--- src/rtl/sequence_gen_pkg.sv ---
// Shared types and defaults for the serial pattern generator.
package sequence_gen_pkg;

  localparam int PAT_W_DEF = 8;

  typedef enum logic [1:0] {
    IDLE   = 2'd0,
    SEND   = 2'd1,
    FINISH = 2'd2
  } state_t;

endpackage

--- src/rtl/sequence_gen_shifter.sv ---
// Captures a pattern and walks a bit index from len-1 down to 0; out is registered.
// One cycle from load/shift to out; no backpressure, caller sequences load/shift/restart.
module sequence_gen_shifter #(
  parameter int PAT_W = 8,
  parameter int LEN_W = $clog2(PAT_W) + 1
) (
  input  logic             clk,
  input  logic             rst,
  input  logic             load,
  input  logic             shift,
  input  logic             restart,
  input  logic [PAT_W-1:0] pattern,
  input  logic [LEN_W-1:0] len,
  output logic             bit_out,
  output logic             last
);

  localparam int IDX_W = $clog2(PAT_W);

  logic [PAT_W-1:0] pat_q;
  logic [LEN_W-1:0] len_q;
  logic [IDX_W-1:0] idx_q;
  logic [IDX_W-1:0] ld_idx;
  logic [IDX_W-1:0] rs_idx;
  logic [IDX_W-1:0] dec_idx;

  always_comb begin
    ld_idx  = IDX_W'(len - LEN_W'(1));
    rs_idx  = IDX_W'(len_q - LEN_W'(1));
    dec_idx = idx_q - IDX_W'(1);
  end

  // idx_q always names the bit currently on bit_out
  always_ff @(posedge clk) begin
    if (rst) begin
      pat_q   <= '0;
      len_q   <= '0;
      idx_q   <= '0;
      bit_out <= 1'b0;
    end else if (load) begin
      pat_q   <= pattern;
      len_q   <= len;
      idx_q   <= ld_idx;
      bit_out <= pattern[ld_idx];
    end else if (restart) begin
      idx_q   <= rs_idx;
      bit_out <= pat_q[rs_idx];
    end else if (shift) begin
      idx_q   <= dec_idx;
      bit_out <= pat_q[dec_idx];
    end else begin
      bit_out <= 1'b0;
    end
  end

  assign last = (idx_q == '0);

endmodule

--- src/rtl/sequence_gen.sv ---
// Serial pattern generator, MSB-first, first bit one cycle after start; start ignored while busy.
// Optional SEQ_GEN_REPEAT_EN adds reps input to send the pattern reps times back-to-back.
module sequence_gen
  import sequence_gen_pkg::*;
#(
  parameter  int PAT_W = PAT_W_DEF,
  localparam int LEN_W = $clog2(PAT_W) + 1
) (
  input  logic             clk,
  input  logic             rst,
  input  logic             start,
  input  logic [PAT_W-1:0] pattern,
  input  logic [LEN_W-1:0] len,
`ifdef SEQ_GEN_REPEAT_EN
  input  logic [3:0]       reps,
`endif
  output logic             out,
  output logic             valid,
  output logic             busy,
  output logic             done
);

  state_t           state;
  state_t           state_nxt;
  logic [LEN_W-1:0] len_eff;
  logic             load;
  logic             shift;
  logic             restart;
  logic             last;
  logic             more;
  logic             valid_nxt;
  logic             busy_nxt;
  logic             done_nxt;

  always_comb len_eff = (len > LEN_W'(PAT_W)) ? LEN_W'(PAT_W) : len;

`ifdef SEQ_GEN_REPEAT_EN
  logic [3:0] reps_left;

  always_ff @(posedge clk) begin
    if (rst) begin
      reps_left <= '0;
    end else if (state == IDLE && start) begin
      reps_left <= (reps == 4'd0) ? 4'd0 : reps - 4'd1;
    end else if (restart) begin
      reps_left <= reps_left - 4'd1;
    end
  end

  assign more = (reps_left != 4'd0);
`else
  assign more = 1'b0;
`endif

  always_ff @(posedge clk) begin
    if (rst) state <= IDLE;
    else     state <= state_nxt;
  end

  always_comb begin
    state_nxt = state;
    case (state)
      IDLE:    if (start) state_nxt = (len == '0) ? FINISH : SEND;
      SEND:    if (last && !more) state_nxt = FINISH;
      FINISH:  state_nxt = IDLE;
      default: state_nxt = IDLE;
    endcase
  end

  always_comb begin
    load    = 1'b0;
    shift   = 1'b0;
    restart = 1'b0;
    case (state)
      IDLE: load = start && (len != '0);
      SEND: begin
        if (last) restart = more;
        else      shift   = 1'b1;
      end
      default: ;
    endcase
    valid_nxt = (state_nxt == SEND);
    busy_nxt  = (state_nxt == SEND);
    done_nxt  = (state_nxt == FINISH);
  end

  always_ff @(posedge clk) begin
    if (rst) begin
      valid <= 1'b0;
      busy  <= 1'b0;
      done  <= 1'b0;
    end else begin
      valid <= valid_nxt;
      busy  <= busy_nxt;
      done  <= done_nxt;
    end
  end

  sequence_gen_shifter #(
    .PAT_W(PAT_W),
    .LEN_W(LEN_W)
  ) u_shifter (
    .clk     (clk),
    .rst     (rst),
    .load    (load),
    .shift   (shift),
    .restart (restart),
    .pattern (pattern),
    .len     (len_eff),
    .bit_out (out),
    .last    (last)
  );

endmodule

--- config.mk ---
export PLATFORM = sky130hd
export DESIGN_NAME = sequence_gen
export DESIGN_NICKNAME = d
export VERILOG_FILES = /design/src/rtl/sequence_gen_pkg.sv /design/src/rtl/sequence_gen_shifter.sv /design/src/rtl/sequence_gen.sv
export SDC_FILE = /design/constraint.sdc
export NUM_CORES = 1
export LEC_CHECK = 0
export BUFFER_PORTS_ARGS = -buffer_cell sky130_fd_sc_hd__buf_4
export CAP_MARGIN = 25
export CORE_UTILIZATION = 35
export DETAILED_ROUTE_END_ITERATION = 10
export HOLD_SLACK_MARGIN = 0.15
export PLACE_DENSITY = 0.61
export SLEW_MARGIN = 0
export SYNTH_ARGS = -nofsm -noshare
export SYNTH_HDL_FRONTEND = slang
export SYNTH_SLANG_ARGS = --single-unit
--- constraint.sdc ---
create_clock -name clk -period 4.4 [get_ports clk]
set_input_delay 0.22 -clock clk [delete_from_list [all_inputs] [get_ports clk]]
set_output_delay 0.22 -clock clk [all_outputs]
set_load 0.03 [all_outputs]
======== Word-level counts from Yosys, hierarchy flattened ========
Cells that the tools add are included.
operators by class
  add/subtract/negate cells ............... 2
  order comparisons ....................... 3
  equal/unequal tests ..................... 3
  mux-type cells .......................... 16
  reductions and logical operators ........ 6
operators by type and width
  operator             count
  $mux 3               3
  $lt 3x4->1 const B   2
  $mux 1               7
  $bmux 1 s3           2
  $mux 2               3
  $sub 3x1->3 const B  2
  $eq 2x1->1 const B   2
  $gt 4x4->1 const B   1
  $logic_not 4->1      1
  $pmux 2 s2           1
  $reduce_bool 4->1    1
  $logic_not 3->1      1
  $eq 2x2->1 const B   1
  $logic_not 2->1      1
  $reduce_bool 2->1    1
  $logic_and 1x1->1    1
storage, ports and cells
  bits in registers ....................... 16
  input bits .............................. 15
  output and inout bits ................... 4

======== Longest topological paths before layout ========
  depth after elaboration ................. 6
  mapped depth ............................ 6
  depth with buffers taken out ............ 6

======== Cells and area by module ========
A second synthesis with hierarchy kept.
second synthesis, totals
  cell total of the unflattened synthesis .. 114
  area, all modules ....................... 1118.6 sq um
by module, submodules not included
  module                times used  cells each  area each (sq um)
  sequence_gen_shifter  1           93          919.6
  sequence_gen          1           21          198.9

======== Worst setup path after synthesis ========
Ideal clock, no wire load.
  path kind ............................... input port to flip-flop
  start point ............................. in len[3]
  end point ............................... reg u_shifter.bit_out
  library setup time ...................... 0.074 ns
  arrival ................................. 1.633 ns
  path slack .............................. 2.693 ns
  stages on the path ...................... 5
  buffers on the path ..................... 0
  cells stage by stage .................... nand2b_1 -> ha_1 -> mux4_2 -> or3b_2 -> a31oi_1
between the ends
  longest elaborated chain between the ends .. 6
  elaborated cells between the ends (all ways) .. 9
  classes of those cells .................. add/sub (1); order compare (1); mux (5); reduce/logical (2)
RTL lines
  item                          line                        text
  start: declaration            sequence_gen.sv:13          input logic [LEN_W-1:0] len,
  $gt 4x4->1                    sequence_gen.sv:35          always_comb len_eff = (len > LEN_W'(PAT_W)) ? LEN_W'(PAT_W) : len;
  $mux 3                        sequence_gen.sv:35
  $sub 3x1->3                   sequence_gen_shifter.sv:28  ld_idx = IDX_W'(len - LEN_W'(1));
  $bmux 1 s3                    sequence_gen_shifter.sv:44  bit_out <= pattern[ld_idx];
  $mux 1 (not written as such)  sequence_gen_shifter.sv:44
  $mux 1 (*)                    sequence_gen_shifter.sv:40  end else if (load) begin
  end signal: assignment        sequence_gen_shifter.sv:44
  end signal: assignment        sequence_gen_shifter.sv:47  bit_out <= pat_q[rs_idx];
  end signal: assignment        sequence_gen_shifter.sv:50  bit_out <= pat_q[dec_idx];
  end: declaration              sequence_gen_shifter.sv:14  output logic bit_out,
Every way passes the cells marked *; elsewhere a longest branch is shown, timed or not. The select of a mux whose other input is x is not followed.
A chain may end at the register's enable or synchronous reset.

======== Worst setup path in the final report ========
  start point ............................. reg u_shifter.idx_q[0]
  end point ............................... reg u_shifter.bit_out
between the ends
  longest elaborated chain between the ends .. 5
  elaborated cells between the ends (all ways) .. 8
  classes of those cells .................. add/sub (1); mux (6); reduce/logical (1)
RTL lines
  item                                                   line                                                    text
  start: declaration                                     sequence_gen_shifter.sv:22                              logic [IDX_W-1:0] idx_q;
  start signal: assignment                               sequence_gen_shifter.sv:43                              idx_q <= ld_idx;
  start signal: assignment                               sequence_gen_shifter.sv:46                              idx_q <= rs_idx;
  start signal: assignment                               sequence_gen_shifter.sv:49                              idx_q <= dec_idx;
  $sub 3x1->3 / $logic_not 3->1 (equally long branches)  sequence_gen_shifter.sv:30, sequence_gen_shifter.sv:56
  $bmux 1 s3 / $mux 1 (equally long branches)            sequence_gen_shifter.sv:50, sequence_gen.sv:77
  $mux 1 (on tied branches)                              sequence_gen_shifter.sv:50, sequence_gen.sv:74
  $mux 1 (*)                                             sequence_gen_shifter.sv:48                              end else if (shift) begin
  $mux 1 (*)                                             sequence_gen_shifter.sv:40
Marked as above.

==> results.md <==
* Outcome: complete, no violations
* TritonCTS clock tree: yes
* Final Skew at between 0.002 and 0.0025 ns
* CTS buffer count at 3
* GR Overflow Total at 0
* Mapped cell area at 840.8 sq um
* Worst Path Max Fanout at 4
* Wire per inst at 12.82 um
* # diodes at 0
* Sequential cell area at 320.3 sq um
* Worst-path cell chain: inv_1 -> ha_1 -> mux4_2 -> mux2_2 -> nand2_1 -> a31oi_1
* Crit share post-route at between 30% and 40%
* Final hold violation count at 0
* Core area at about 2200 sq um
* Synth Instances at 90
* Critical Setup Path Class: reg2reg
* Number of synthesized register bits at 16
* Final Non-Filler Cells at 136
* Setup violations, final at 0
* Setup TNS at 0 ns
* WP data arrival at 1.91 ns
* VDD IR max at 213.1 uV
* Critical Path Start Type: flip-flop
* DR iter-0 viols at 7
* Sequential share of the synthesized area at 38.10%
* Pleak at 0.4021 nW
* GRT Util Overall at 16.09%
* Post-route ant nets at 0
* CTS Root Cell: clkbuf_4
* Drt first pass iters at 4
* Top delay family on crit path: multiplexers
* RSZ-0062 raised after global routing: no
* Crit end category: flip-flop
* Buffers on Ports at 18
* Initial antenna violation count at 0
* H-tree levels at 1
* Via density at roughly 5.1
* Max-cap viol count at 0
* Post-CTS Resized at 0
* First-pass GRT wire length at 3.070 mm
* Fillers at roughly 220
* Num Clock Sinks at 16
* Worst-Margin Slew at 0.4003 ns
* Final Max Tran Viols at 0
* Starting density of the core at 37.65%
* Clk Latency, worst-skew pair at 0.29 ns
* Pre-CTS WS at 2.448 ns
* CP bufs+invs at 1
* Critical Path RT at roughly 4.6 ns
* Setup WS post-layout at 2.676 ns
* # nets final at 127
* Fin crit period at 1.724 ns
* Placed Cells incl. Taps at 132
* Final Routed Wirelength at between 1.5 and 2 mm
* Slew headroom at 73.31%
* Mapped Nets at between 100 and 150
* Syn avg cell area at 9.342 sq um
* Die area at 2603 sq um
* Placer Congestion at slightly below 0.8
* Site row count at 17
* Layout cell share with drive strength beyond 1 at 31.48%
* Critical path's slowest cell: dfxtp_1
* Multi-input gate area at a little under 500 sq um
* Maximum clock insertion buffer count at 2
* Total setup buffers inserted after CTS at 0
* Die height at 51.02 um
* Vias in the first global route at 678
* Worst hold path type: in2reg
* Vias at slightly below 700
* Reg clk slew, reported paths at 0.10 ns
* Die W at 51.02 um
* Post-synth cell types at 31
* Slowest Stage Delay on Critical Path at 0.46 ns
* Yosys warnings at 0
* DR DRC count at 0
* Area Overhead vs Synth at 22.17%
* I/O pin count at 19
* R2R setup slack at 2.68 ns
* Fmax at 0.5801 GHz
* Pwr Density at 367.2 nW/um^2
* Largest net degree at the start of global routing at 17
* Post-DP HPWL at 1.349 mm
* Hold bufs inserted after CTS at 0
[worst min-delay path, delay by kind of cell]
kind / cells / cell delay, ns
buffers and inverters: 1 / 0.11
AND/OR/NAND/NOR: 1 / 0.05
AO/OA/AOI/OAI: 1 / 0.05
[registers in the layout, summed over array words and instances, names as in the netlist]
name,count
done,1
state,2
u_shifter.idx_q,3
u_shifter.pat_q,8
busy,1
u_shifter.bit_out,1
[where the power goes]
group,internal (mW),switching [mW]
registers,0.159,0.0101
logic,0.0537,0.0563
clock network,0.0504,0.0483
[cells in the mapped netlist (all sizes together)]
cell,instances,share of area (%)
nand2,19,8.5
dfxtp,16,38
a21oi,12,7.6
inv,4,1.8
mux4,4,11
nand2b,4,3.0
buf,3,1.9
ha,3,4.5
nor2,3,1.6
a32oi,2,4.3
nand3,2,1.8
nor2b,2,1.5
nor3,2,1.2
nor3b,2,1.8
xnor2,2,2.1
a2bb2oi,1,1.0
a31oi,1,0.74
and2,1,0.74
and3,1,0.74
clkbuf,1,0.45
mux2,1,1.3
mux2i,1,1.6
o21ai,1,0.59
or3b,1,1.0
or4,1,1.3
[metrics by stage]
| stage | power (mW) | hold WS [ns] | utilization [%] | instance area, sq um |
|---|---|---|---|---|
| 5_1_grt | 0.4016 | 0.1794 | 45.99 | 1027 |
| 4_1_cts | 0.3815 | 0.1750 | 45.99 | 1027 |
| 3_3_place_gp | 0.2812 | 0.4422 | 44.37 | 991.0 |
| 3_5_place_dp | 0.2826 | 0.4483 | 44.37 | 991.0 |
| 2_1_floorplan | 0.2522 | 0.3560 | - | 840.8 |
| 6_report | 0.3772 | 0.1780 | 45.99 | 1027 |
[worst paths after layout]
kind	from	depth (start not counted)	to
setup / recovery	u_shifter.idx_q[0]$_SDFFE_PP0P_	6	u_shifter.bit_out$_SDFF_PP0_
hold / removal	pattern[7]	3	u_shifter.pat_q[7]$_SDFFE_PP0P_
setup reg to reg	u_shifter.idx_q[0]$_SDFFE_PP0P_	6	u_shifter.bit_out$_SDFF_PP0_
hold reg to reg	u_shifter.pat_q[4]$_SDFFE_PP0P_	2	u_shifter.pat_q[4]$_SDFFE_PP0P_
[area by class of cell]
| class | count | area share, % |
|---|---|---|
| timing repair buffer | 18 | 13.15 |
| tap | 28 | 3.410 |
| clock buffer | 4 | 3.532 |
| multi-input combinational | 66 | 47.26 |
| inverter | 4 | 1.462 |
| sequential | 16 | 31.18 |
[metal layers]
| layer | vias up | routed length, um | GRT usage (%) |
|---|---|---|---|
| met2 | 20 | 863 | 26.54 |
| met1 | 314 | 773 | 19.93 |
| met5 | - | 0 | 0 |
| met3 | 2 | 95 | 4.464 |
| met4 | 0 | 10 | 5.556 |
| li1 | 351 | - | - |
[placed cells by master, fill, tap and decap left out, drive strengths merged, types with 2 or more instances in the layout]
cell type / netlist / final
a32oi: 2 / 2
nor2: 3 / 3
nor3: 2 / 2
a21oi: 12 / 12
nand3: 2 / 2
xnor2: 2 / 2
ha: 3 / 3
nand2: 19 / 19
nand2b: 4 / 4
nor2b: 2 / 2
mux4: 4 / 4
clkbuf: 1 / 4
inv: 4 / 4
nor3b: 2 / 2
dfxtp: 16 / 16
buf: 3 / 18
[kinds of logic after synthesis]
| kind of cell | share of synthesized area [%] |
|---|---|
| compound gates | 14.29 |
| xor+xnor | 2.084 |
| fa+ha+maj | 4.465 |
| buf+inv | 4.165 |
| flops | 38.10 |
| mux | 13.69 |
| simple gates | 23.21 |
No activity file was read; power rests on OpenSTA's default activity.
